===== src/rtl/audio_minmax_pkg.sv =====
// ---------------------------------------------------------------------------
// audio_minmax_pkg
// Shared definitions for the audio min/max scheduler:
//   - default sample / address widths and frame length
//   - scheduler FSM state encoding
//   - channel identifier type
// ---------------------------------------------------------------------------
package audio_minmax_pkg;

    localparam int DEF_DATA_W    = 32;
    localparam int DEF_ADDR_W    = 10;
    localparam int DEF_FRAME_LEN = 100;

    typedef enum logic [1:0] {
        IDLE  = 2'd0,
        FETCH = 2'd1,
        LAST  = 2'd2,
        DONE  = 2'd3
    } state_t;

    typedef enum logic {
        CH0 = 1'b0,
        CH1 = 1'b1
    } ch_t;

endpackage


===== src/rtl/minmax_accum.sv =====
// ---------------------------------------------------------------------------
// minmax_accum
// Running signed minimum / maximum of a sample stream.
// Ports:
//   clk     in   rising-edge clock
//   reset   in   asynchronous active-low reset
//   first   in   current sample starts a new frame (loads both min and max)
//   valid   in   sample is valid this cycle
//   sample  in   signed sample, DATA_W bits
//   max     out  running signed maximum
//   min     out  running signed minimum
// ---------------------------------------------------------------------------
module minmax_accum
    import audio_minmax_pkg::*;
#(
    parameter int DATA_W = DEF_DATA_W
) (
    input  logic                     clk,
    input  logic                     reset,
    input  logic                     first,
    input  logic                     valid,
    input  logic signed [DATA_W-1:0] sample,
    output logic signed [DATA_W-1:0] max,
    output logic signed [DATA_W-1:0] min
);

    // The first sample of a frame seeds both extremes directly, so the
    // previous frame's values never leak into the new one. Strict compares
    // keep the stored value on ties.
    always_ff @(posedge clk or negedge reset) begin
        if (!reset) begin
            max <= '0;
            min <= '0;
        end else if (valid) begin
            if (first) begin
                max <= sample;
                min <= sample;
            end else begin
                if (sample > max) max <= sample;
                if (sample < min) min <= sample;
            end
        end
    end

endmodule


===== src/rtl/audio_minmax_sched.sv =====
// ---------------------------------------------------------------------------
// audio_minmax_sched
// Round-robin scheduler sharing one min/max engine between two audio
// channels. On a grant it streams FRAME_LEN samples from the sample RAM,
// starting at the granted channel's base address, and reports the frame's
// signed maximum and minimum tagged with the channel ID.
// Ports:
//   clk                 in   rising-edge clock
//   reset               in   asynchronous active-low reset
//   req0, req1          in   channel requests, held until the matching ack
//   base0, base1        in   frame start addresses, sampled on the grant edge
//   ack0, ack1          out  one-cycle grant pulses
//   mem_rd_en           out  sample RAM read strobe
//   mem_addr            out  sample RAM read address
//   mem_rd_data         in   read data, valid one cycle after mem_rd_en
//   busy                out  high from the ack cycle through the done cycle
//   d                   out  one-cycle result-valid pulse
//   done_ch             out  channel of the current result
//   out_max, out_min    out  frame maximum / minimum, held until the next d
// ---------------------------------------------------------------------------
module audio_minmax_sched
    import audio_minmax_pkg::*;
#(
    parameter int DATA_W    = DEF_DATA_W,
    parameter int ADDR_W    = DEF_ADDR_W,
    parameter int FRAME_LEN = DEF_FRAME_LEN
) (
    input  logic                     clk,
    input  logic                     reset,
    input  logic                     req0,
    input  logic                     req1,
    input  logic [ADDR_W-1:0]        base0,
    input  logic [ADDR_W-1:0]        base1,
    output logic                     ack0,
    output logic                     ack1,
    output logic                     mem_rd_en,
    output logic [ADDR_W-1:0]        mem_addr,
    input  logic signed [DATA_W-1:0] mem_rd_data,
    output logic                     busy,
    output logic                     d,
    output logic                     done_ch,
    output logic signed [DATA_W-1:0] out_max,
    output logic signed [DATA_W-1:0] out_min
);

    // One extra bit so FRAME_LEN = 2^ADDR_W still fits.
    localparam int              CNT_W    = ADDR_W + 1;
    localparam logic [CNT_W-1:0] LAST_CNT = CNT_W'(FRAME_LEN - 1);

    state_t              state, state_nxt;
    logic [CNT_W-1:0]    cnt, cnt_nxt;
    logic [ADDR_W-1:0]   addr, addr_nxt;
    ch_t                 ptr, ptr_nxt;
    ch_t                 ch, ch_nxt;
    ch_t                 grant;

    logic                rd_vld_p1;
    logic                first_p1;

    logic signed [DATA_W-1:0] acc_max, acc_min;
    logic signed [DATA_W-1:0] hold_max, hold_min;
    logic                     hold_ch;

    // ---------------- next-state / arbitration ----------------
    always_comb begin
        state_nxt = state;
        cnt_nxt   = cnt;
        addr_nxt  = addr;
        ptr_nxt   = ptr;
        ch_nxt    = ch;
        grant     = CH0;

        case (state)
            IDLE: begin
                if (req0 || req1) begin
                    // On a tie the channel not granted last time wins;
                    // a lone request is granted regardless of the pointer.
                    if (req0 && req1) grant = (ptr == CH1) ? CH0 : CH1;
                    else              grant = req0 ? CH0 : CH1;
                    ch_nxt    = grant;
                    ptr_nxt   = grant;
                    addr_nxt  = (grant == CH0) ? base0 : base1;
                    cnt_nxt   = '0;
                    state_nxt = FETCH;
                end
            end
            FETCH: begin
                // Address wraps modulo 2^ADDR_W by its width.
                addr_nxt = addr + 1'b1;
                cnt_nxt  = cnt + 1'b1;
                if (cnt == LAST_CNT) state_nxt = LAST;
            end
            LAST:    state_nxt = DONE;
            DONE:    state_nxt = IDLE;
            default: state_nxt = IDLE;
        endcase
    end

    always_ff @(posedge clk or negedge reset) begin
        if (!reset) begin
            state <= IDLE;
            cnt   <= '0;
            addr  <= '0;
            ptr   <= CH1;
            ch    <= CH0;
        end else begin
            state <= state_nxt;
            cnt   <= cnt_nxt;
            addr  <= addr_nxt;
            ptr   <= ptr_nxt;
            ch    <= ch_nxt;
        end
    end

    // ---------------- stage p1: read data returns ----------------
    always_ff @(posedge clk or negedge reset) begin
        if (!reset) begin
            rd_vld_p1 <= 1'b0;
            first_p1  <= 1'b0;
        end else begin
            rd_vld_p1 <= (state == FETCH);
            first_p1  <= (state == FETCH) && (cnt == '0);
        end
    end

    minmax_accum #(
        .DATA_W (DATA_W)
    ) u_accum (
        .clk    (clk),
        .reset  (reset),
        .first  (first_p1),
        .valid  (rd_vld_p1),
        .sample (mem_rd_data),
        .max    (acc_max),
        .min    (acc_min)
    );

    // ---------------- result hold ----------------
    // The accumulator keeps running on the next frame, so the reported
    // result is captured at the end of DONE and held until the next d.
    always_ff @(posedge clk or negedge reset) begin
        if (!reset) begin
            hold_max <= '0;
            hold_min <= '0;
            hold_ch  <= 1'b0;
        end else if (state == DONE) begin
            hold_max <= acc_max;
            hold_min <= acc_min;
            hold_ch  <= ch;
        end
    end

    // Outputs decode from registered state so reset clears them at once.
    assign ack0      = (state == FETCH) && (cnt == '0) && (ch == CH0);
    assign ack1      = (state == FETCH) && (cnt == '0) && (ch == CH1);
    assign mem_rd_en = (state == FETCH);
    assign mem_addr  = addr;
    assign busy      = (state != IDLE);
    assign d         = (state == DONE);
    assign done_ch   = d ? ch      : hold_ch;
    assign out_max   = d ? acc_max : hold_max;
    assign out_min   = d ? acc_min : hold_min;

endmodule


===== config.mk =====
export PLATFORM = sky130hd
export DESIGN_NAME = audio_minmax_sched
export DESIGN_NICKNAME = d
export VERILOG_FILES = /design/src/rtl/audio_minmax_pkg.sv /design/src/rtl/minmax_accum.sv /design/src/rtl/audio_minmax_sched.sv
export SDC_FILE = /design/constraint.sdc
export NUM_CORES = 1
export LEC_CHECK = 0
export CORE_MARGIN = 2
export CORE_UTILIZATION = 55
export CTS_CLUSTER_SIZE = 30
export DETAILED_ROUTE_END_ITERATION = 12
export PLACE_DENSITY = 0.81
export SETUP_SLACK_MARGIN = 0.3
export SLEW_MARGIN = 15
export SYNTH_ARGS = -nofsm -noshare
export SYNTH_HDL_FRONTEND = slang
export SYNTH_HIERARCHICAL = 1
export SYNTH_SLANG_ARGS = --single-unit

===== constraint.sdc =====
create_clock -name clk -period 3.2 [get_ports clk]
set_clock_uncertainty 0.1 [all_clocks]
set_input_delay 0.64 -clock clk [delete_from_list [all_inputs] [get_ports clk]]
set_output_delay 0.64 -clock clk [all_outputs]
set_load 0.01 [all_outputs]

# --- Word level (Yosys, flattened, before mapping) ---
# Cells that the tools add are included.
word_totals:
  in_bits: 56
  romBits: 0
  wordCells: 59
  output_inout_bits: 80
  latchBits: 0
  register_bits: 156
  mem_bits_rw: 0
  n_memories: 0
classes:
  mux: 20
  n_bitwise: 1
  reduce_logical: 16
  n_lt_le_gt_ge: 2
  n_div: 0
  eq_ne: 6
  add_sub_neg: 2
  multipliers: 0
  n_shift: 0
ops:
  columns: ["operator", "count"]
  rows:
  - ["two-way mux 32 bit", 6]
  - ["greater-than comparator 32 bit", 1]
  - ["< comparator 32 bit", 1]
  - ["one-hot mux 11 bit (2 select lines)", 1]
  - ["two-way mux 10 bit", 2]
  - ["one-hot mux 10 bit (2 select lines)", 1]
  - ["adder 11 x 1 -> 11 bit (second input constant)", 1]
  - ["equality test 11 x 7 -> 1 bit (second input constant)", 1]
  - ["zero test 11 bit", 1]
  - ["two-way mux 11 bit", 1]
  - ["adder 10 x 1 -> 10 bit (second input constant)", 1]
  - ["AND reduction 2 bit", 5]
  - ["one-hot mux 2 bit (4 select lines)", 1]
  - ["nonzero test 2 bit", 4]
  - ["two-way mux 1 bit", 6]
  - ["equality test 2 bit (second input constant)", 2]
  - ["logical AND 1 bit", 4]
  - ["two-way mux 2 bit", 2]
  - ["equality test 2 x 1 -> 1 bit (second input constant)", 1]
  - ["zero test 2 bit", 1]
  - ["!= test 2 x 1 -> 1 bit (second input constant)", 1]
  - ["!= test 2 bit (second input constant)", 1]
  - ["logical OR 1 bit", 1]
  - ["inverter 1 bit", 1]

# --- Logic depth before layout (Yosys ltp) ---
# Gate-level depths: netlist of the first run.
depth:
  word_depth: 7
  mapped_depth: 9
  mapped_depth_nobuf: 8

# --- Cells and area by module ---
# Netlist of the first run, hierarchy kept.
modules_own_cells:
  columns: ["module", "area_per_inst_um2", "cells_per_inst", "instances", "seq_area_each_um2"]
  rows:
  - ["minmax_accum", 4667.0, 482, 1, 1601.5]
  - ["audio_minmax_sched", 4137.7, 317, 1, 2303.5]

# --- Worst setup path before layout of the first run ---
# No wires, ideal clock.
synth_path:
  path_kind: "input-to-reg"
  startpoint: "input mem_rd_data[31]"
  endpoint: "register u_accum.max[10]"
  n_path_buf: 1
  t_arrival_ns: 2.381
  required_ns: 2.975
  path_stages: 8
  path_slack_ns: 0.595
  setup_time_ns: 0.125
  cell_sequence: "ha_1 -> nand4_1 -> nor2_1 -> a221oi_1 -> nand3_1 -> o211ai_2 -> buf_6 -> mux2_2"
synth_between:
  elab_chain_cells: 3
synth_lines:
  columns: ["item", "line", "rtl"]
  rows:
  - ["start, declared", "audio_minmax_sched.sv:38", "input logic signed [DATA_W-1:0] mem_rd_data,"]
  - ["greater-than comparator 32 bit", "minmax_accum.sv:39", "if (sample > max) max <= sample;"]
  - ["nonzero test 2 bit (no source line)", null, null]
  - ["AND reduction 2 bit (no source line)", null, null]
  - ["end signal, assigned", "minmax_accum.sv:36", "max <= sample;"]
  - ["end signal, assigned", "minmax_accum.sv:39", null]
  - ["end, declared", "minmax_accum.sv:23", "output logic signed [DATA_W-1:0] max,"]
# Every way passes these cells.
# A chain may end at the register's enable or synchronous reset.

# --- Worst setup path in the final report of the first run ---
layout_path:
  startpoint: "input mem_rd_data[23]"
  endpoint: "register u_accum.max[15]"
# The elaborated chain is that of the path after synthesis.

==> results of run 1 <==
## cell usage in the layout (no fill, tap or decap), types with 6 or more instances in the layout
master | Yosys | layout
inv_1 | 78 | 78
o21ai_0 | 21 | 18
mux2_2 | 100 | 100
clkdlybuf4s50_1 | 0 | 74
nor2_1 | 18 | 18
dlygate4sd2_1 | 0 | 21
ha_1 | 72 | 67
a21oi_1 | 30 | 29
dfrtp_1 | 155 | 154
dlymetal6s2s_1 | 0 | 38
nand3_1 | 12 | 11
clkbuf_16 | 0 | 21
a211oi_1 | 6 | 6
o2111ai_1 | 33 | 33
nand4_1 | 18 | 18
buf_4 | 1 | 60
buf_12 | 0 | 9
o211ai_2 | 31 | 30
nand2_1 | 89 | 89
mux2i_1 | 6 | 6
## worst max-delay path, cell delays in order
cell and delay (ps):
clkdlybuf4s50_1 430, ha_1 340, nand4_1 220, nor3_2 310
a22oi_2 110, a211o_1 330, o211ai_4 100, buf_12 150
clkbuf_16 160, mux2_2 340
## worst max path at each step
stage / startpoint / to / slack, ps
floorplan: mem_rd_data[31] / u_accum/max[10]$_DFFE_PN0P_ / 590
global placement: mem_rd_data[23] / u_accum/max[16]$_DFFE_PN0P_ / -50
detailed placement: mem_rd_data[23] / u_accum/max[11]$_DFFE_PN0P_ / -140
CTS: state[0]$_DFFE_PN0P_ / out_min[12] / 210
global route: mem_rd_data[25] / u_accum/max[13]$_DFFE_PN0P_ / 260
finish: mem_rd_data[23] / u_accum/max[15]$_DFFE_PN0P_ / 270
## power by group through the flow
stage	combinational, W	sequential, W	clock (W)
floorplan	0.00229	0.00264	0
global placement	0.00309	0.00278	0
detailed placement	0.00323	0.00280	0
CTS	0.00330	0.00278	0.00217
global route	0.00399	0.00284	0.00225
finish	0.00369	0.00279	0.00215
## layout make-up
class | instances | area (um2) | area share
multi-input cells | 527 | 4540 | 0.383
clock buffers | 21 | 460 | 0.0388
flip-flops and latches | 156 | 3910 | 0.329
inverters | 78 | 293 | 0.0247
well taps | 216 | 270 | 0.0228
clock inverters | 11 | 166 | 0.0140
repair buffers | 212 | 2220 | 0.188
diodes | 1 | 2.50 | 0.000211
## logic make-up after synthesis
group | count (synthesis) | share of synthesized area
compound gates | 161 | 0.151
xor+xnor | 6 | 0.00597
fa+ha+maj | 72 | 0.102
buf+inv | 116 | 0.0578
flops | 156 | 0.444
mux | 107 | 0.136
simple gates | 181 | 0.103
## sequential cells by signal, indices dropped and copies added (netlist names)
name / cells
u_accum/max: 32
u_accum/min: 32
hold_min: 32
cnt: 11
first_p1: 1
ptr: 1
state: 2
hold_max: 32
mem_addr: 10
ch: 1
rd_vld_p1: 1
hold_ch: 1
## repair_timing
action                     in CTS  in global routing
hold buffers                    0                  0
resized for setup              32                 59
pin swaps                       3                 15
setup buffers                   5                  8
setup endpoints to repair      73                114
gates cloned                    1                  4
## per-layer routing
layer | routed length (um) | track usage | vias up
li1 | - | - | 3298
met1 | 10100 | 0.365 | 3584
met2 | 11500 | 0.451 | 344
met3 | 1700 | 0.0782 | 62
met4 | 719 | 0.116 | 0
met5 | 0 | 0 | -
## per-stage QoR
step | worst slack, ps | hold slack [ps] | cells
4_1_cts | 209 | 64.6 | 1209
5_1_grt | 264 | 83.5 | 1221
3_3_place_gp | -52.9 | 380 | 1171
3_5_place_dp | -137 | 386 | 1171
6_report | 272 | 61.2 | 1222
2_1_floorplan | 595 | 244 | 799
==> results.md, run 1 <==
- Mapped cell area: 8800 um2
- Nets: 1120
- Worst-Margin Slew: 510 ps
- Initial antenna violation count: 1
- R2r endpoint: u_accum/max[15]$_DFFE_PN0P_
- Gate count after technology mapping: 799
- CTS H-tree depth: 4
- CP Class: in2reg
- Fin area: 11900 um2
- Hold WC Path Type: in2async
- Share of synthesized registers carrying an async set or reset: 1.00
- Area Growth Syn to Fin: 34.7%
- Vias in the first global route: 7438
- Hpwl dp: 15.5 mm
- Via density: 5.96
- Post-synth top area cell: dfrtp_1
- Fin. max-slew vios: 0
- Synth top area cells: dfrtp_1 (44%), mux2_2 (13%), ha_1 (10%)
- Leak Pwr: 6.26 nW
- Top cells by count, synth: dfrtp_1 (155), mux2_2 (100), nand2_1 (89)
- RSZ-0062 raised after global routing: false
- Layout cell share with drive strength beyond 1: 0.276
- MaxCap Viol Count: 0
- Largest net degree at the start of global routing: 70
- RR Startpoint: u_accum/max[21]$_DFFE_PN0P_
- Pwr Total: 0.00863 W
- Inserted Clock Buffers: 17
- Crit end category: flop
- Drt pass-1 iters: 6
- Gr usage total: 0.282
- Syn Area/Cell: 11.0 um2
- Final min period: 2930 ps
- Pwr/cell area: 728 nW/um2
- Setup_tns: 0 ps
- Sequential power share: 0.323
- Synth warn: 6
- Status: finished clean
- Startpoint types: primary input
- Fmax achieved: 342 MHz
- Root Buffer Master: clkbuf_16
- Total grt overflow: 0
- Core ar.: 15800 um2
- DRC: 0
- Die X: 131 um
- Die ar.: 17000 um2
- Cell Area, Placed: 10800 um2
- EDFF count, synth: 0
- Drt wl/cell: 19.7 um
- Peak supply drop: 0.000564 V
- Worst-case clock buffer depth: 2
- Switching fraction of total power: 0.362
- Syn_nets: 927
- Unique cell type count in the Yosys netlist: 67
- Initial drt markers: 607
- Endpoints failing hold: 0
- CP arrival: 3140 ps
- Fill cells: 1038
- #FFs+latches synth: 156
- Num ports: 136
- Clock sink count: 156
- Reg-to-reg slack, setup: 490 ps
- Max_slew headroom: 0.660
- Clock latency on the worst-skew pair: 420 ps
- Routed Wire Length: 24.1 mm
- Gate power share: 0.428
- First-pass GRT wire length: 37.3 mm
- Final Cycle Share: 0.915
- Number of nets still failing antenna checks after routing: 0
- Synth Flop Type: dfrtp_1
- Final setup viols: 0
- Pint: 0.00551 W
- Maximum fanout along the worst path: 8
- Initial core utilization: 0.558
- Post-layout util: 0.752
- Most common cell in the netlist: dfrtp_1
- Sw power: 0.00312 W
- Clock slew at reported path FFs: 60 ps
- Yosys top cell area share: 0.441
- Worst reg-to-reg path cell count: 10
- # rows: 46
- Sequential share of the synthesized area: 0.444
- Vias post-DR: 7288
- Worst EP required: 3410 ps
- GP Congestion: 0.855
- CTS tree: built
- Die H: 131 um
- Clock network fraction of total power: 0.249
- PortBufs: 135
Note: power is estimated with default switching activity, not from simulation.
==> run 2: changes to the inputs <==
- ABC_AREA: unset -> 1
- SKIP_LAST_GASP: unset -> 1
==> run 2 against run 1 <==
Fmax rose by 0.89%. Utilization fell by 4.6 points. Sequential power rose by 25%. Power rose by 36%. Clock-buffer cell count fell by 3. Critical path type is now reg2out.
==> results.md, run 2 <==
- Share of synthesized registers carrying an async set or reset: 1.00 (unchanged)
- Gate count after technology mapping: 976 (+22%)
- Worst-Margin Slew: 586 ps (+75.9 ps)
- Synth top area cells: dfrtp_1 (44%), ha_1 (10%), nand2_1 (9.2%)
- Via density: 5.28 (-11%)
- Worst reg-to-reg path cell count: 19 (+9)
- Initial core utilization: 0.556 (-0.00241)
- Worst-case clock buffer depth: 2 (unchanged)
- Most common cell after layout, fill and taps aside: nand2_1
- Number of nets still failing antenna checks after routing: 0 (unchanged)
- Total grt overflow: 0 (unchanged)
- Inserted Clock Buffers: 17 (unchanged)
- Final Cycle Share: 0.907 (-0.00810)
- CTS H-tree depth: 4 (unchanged)
- Cell Chain, Critical Path: ha_4, buf_12, mux2_2, clkdlybuf4s50_1
- PortBufs: 135 (unchanged)
- Sw power: 0.00469 W (+50%)
- Crit end category: primary output
- Hold WS: 83.6 ps (+22.3 ps)
- Seq. cell area: 3910 um2 (about the same)
- Fmax achieved: 345 MHz (+0.89%)
- Status: finished clean
- Vias in the first global route: 6997 (-5.9%)
- Root Buffer Master: clkbuf_16
- Startpoint types: flop
- Largest net degree at the start of global routing: 63 (-10%)
- Switching fraction of total power: 0.400 (+0.0378)
- RSZ-0062 raised after global routing: true
- Sequential share of the synthesized area: 0.447 (+0.00356)
- Maximum fanout along the worst path: 28 (+20)
- Largest stage delay, worst path: 510 ps (+80 ps)
- Endpoints failing hold: 0 (unchanged)
- Peak supply drop: 0.000554 V (-1.8%)
- Syn_nets: 1104 (+19%)
- Reg-to-reg slack, setup: 350 ps (-140 ps)
- Synth Flop Type: dfrtp_1
- # rows: 46 (unchanged)
- MaxCap Viol Count: 0 (unchanged)
- Post-route insts no fill: 1363 (+12%)
- Area of the multi-input gates: 4190 um2 (-7.7%)
- Initial antenna violation count: 0 (-1)
- CP arrival: 2160 ps (-980 ps)
- Setup_tns: 0 ps (unchanged)
- Inst Count DP: 1309 (+12%)
- Hpwl dp: 14.3 mm (-7.8%)
- Max_slew headroom: 0.609 (-0.0506)
- Inserted Diodes: 0 (-1)
- Die ar.: 16900 um2 (-0.77%)
- #FFs+latches synth: 156 (unchanged)
- Syn Area/Cell: 8.95 um2 (-19%)
- Fin. max-slew vios: 0 (unchanged)
- Area Growth Syn to Fin: 26.9%
- Gr usage total: 0.258 (-0.0241)
- Yosys top cell area share: 0.444 (+0.00353)
- Gate power share: 0.522 (+0.094)
- Routed Wire Length: 21.0 mm (-13%)
- Vias post-DR: 7202 (-1.2%)
- Unique cell type count in the Yosys netlist: 36 (-46%)
- Clock slew at reported path FFs: 60 ps (about the same)
- Clock network fraction of total power: 0.180 (-0.069)
- Clock sink count: 156 (unchanged)
- Worst Setup SP: state[1]$_DFFE_PN0P_
- Pwr/cell area: 1060 nW/um2 (+45%)
- Nets: 1262 (+13%)
- Drt wl/cell: 15.4 um (-22%)
- CP Class: reg2out
- R2r endpoint: first_p1$_DFF_PN0_
- First-pass GRT wire length: 33.9 mm (-9.0%)
- CTS tree: built
- GP Congestion: 0.866 (+1.4%)
- Hold WC Path Type: in2async
- Clock latency on the worst-skew pair: 430 ps (about the same)
- DRC: 0 (unchanged)
- Post-synth top area cell: dfrtp_1
- Top cells by count, synth: nand2_1 (214), dfrtp_1 (155), inv_1 (115)
- Final setup viols: 0 (unchanged)
- Layout cell share with drive strength beyond 1: 0.191 (-0.0847)
- Pint: 0.00705 W (+28%)
- Synth warn: 6 (unchanged)
- CP max-delay cell: clkdlybuf4s50_1
- Drt pass-1 iters: 5 (-1)
- Die X: 130 um (-0.39%)
- Num ports: 136 (unchanged)
- Fill cells: 1166 (+12%)
- Leak Pwr: 5.53 nW (-12%)
- Initial drt markers: 507 (-16%)
- Core ar.: 15700 um2 (-0.36%)
- Commonest cells after routing, fill and taps aside: nand2_1 (214), dfrtp_1 (153), clkdlybuf4s50_1 (127), inv_1 (114), nand3_1 (93)
- EDFF count, synth: 0 (unchanged)
- Mapped cell area: 8730 um2 (-0.80%)
- Final min period: 2900 ps (-25.9 ps)
- RR Startpoint: state[0]$_DFFE_PN0P_
- Worst EP required: 2460 ps (-950 ps)
- Cts hold-fix bufs: 0 (unchanged)
- Sequential power share: 0.298 (-0.025)
- Most common cell in the netlist: nand2_1
- Die H: 130 um (-0.39%)
## run 2: cell count changes after synthesis, sizes merged, moves of 7 or more
cell | previous run | this run
nand3 | 14 | 96
clkbuf | 20 | 7
o2111ai | 33 | 0
mux2 | 101 | 64
nand4 | 18 | 8
buf | 18 | 25
a21oi | 31 | 38
inv | 78 | 116
a211oi | 7 | 0
nor2 | 19 | 65
nand2 | 90 | 284
o211ai | 35 | 3
## run 2: worst max-delay path by stage
stage | end | slack, ps
CTS | out_max[0] | 260
floorplan | u_accum/min[0]$_DFFE_PN0P_ | 930
global placement | u_accum/min[7]$_DFFE_PN0P_ | 160
detailed placement | u_accum/min[4]$_DFFE_PN0P_ | 80
global route | first_p1$_DFF_PN0_ | 240
finish | out_max[1] | 300
## run 2: area by class of cell
type	count	share of cell area
timing repair buffer	170	0.150
inverter	116	0.0393
clock inverter	14	0.0175
clock buffer	18	0.0387
multi-input combinational	673	0.378
sequential	156	0.352
tap	216	0.0244
## run 2: what timing repair did
item	in CTS	in global routing
cloned	0	1
resized for setup	5	8
endpoints found under the setup margin	67	69
pin swaps	2	1
buffers inserted	19	2
endpoints found under the hold margin	0	0
## run 2: per-stage QoR
stage / utilization / cell area [um2] / worst slack [ps] / total power [W]
final: 0.706 / 11100 / 298 / 0.0117
after global routing: 0.706 / 11100 / 237 / 0.0126
after CTS: 0.703 / 11100 / 260 / 0.0117
after detailed placement: 0.655 / 10300 / 78.4 / 0.00940
after global placement: 0.655 / 10300 / 155 / 0.00918
after floorplan: - / 8730 / 930 / 0.00713
## run 2: power groups by stage
stage | combinational [W] | sequential, W | clock [W]
2_1_floorplan | 0.00381 | 0.00332 | 0
3_3_place_gp | 0.00570 | 0.00348 | 0
3_5_place_dp | 0.00587 | 0.00353 | 0
4_1_cts | 0.00607 | 0.00350 | 0.00216
5_1_grt | 0.00676 | 0.00362 | 0.00223
6_report | 0.00612 | 0.00350 | 0.00212
## run 2: metal layers
| metal | vias up | GRT usage | wire length (um) |
|---|---|---|---|
| li1 | 3469 | - | - |
| met1 | 3457 | 0.320 | 8820 |
| met2 | 240 | 0.441 | 10400 |
| met3 | 36 | 0.0611 | 1380 |
| met4 | 0 | 0.0942 | 395 |
| met5 | - | 0 | 0 |
## run 2: cells by family (layout without fill, tap and decap cells)
logic type               Yosys count  count (layout)  share of synthesized area
flip-flops                       156             156                      0.447
AO/OA/AOI/OAI                     70              70                     0.0434
buffers and inverters            148             318                     0.0768
AND/OR/NAND/NOR                  466             467                      0.247
multiplexers                      64              64                     0.0825
adder cells (fa/ha/maj)           72              72                      0.103
## run 2: worst max-delay path: cells and delay by family, from the launching register on
kind | cells | cell delay [ps]
mux | 1 | 370
buf+inv | 2 | 720
fa+ha+maj | 1 | 230
flops | 1 | 410
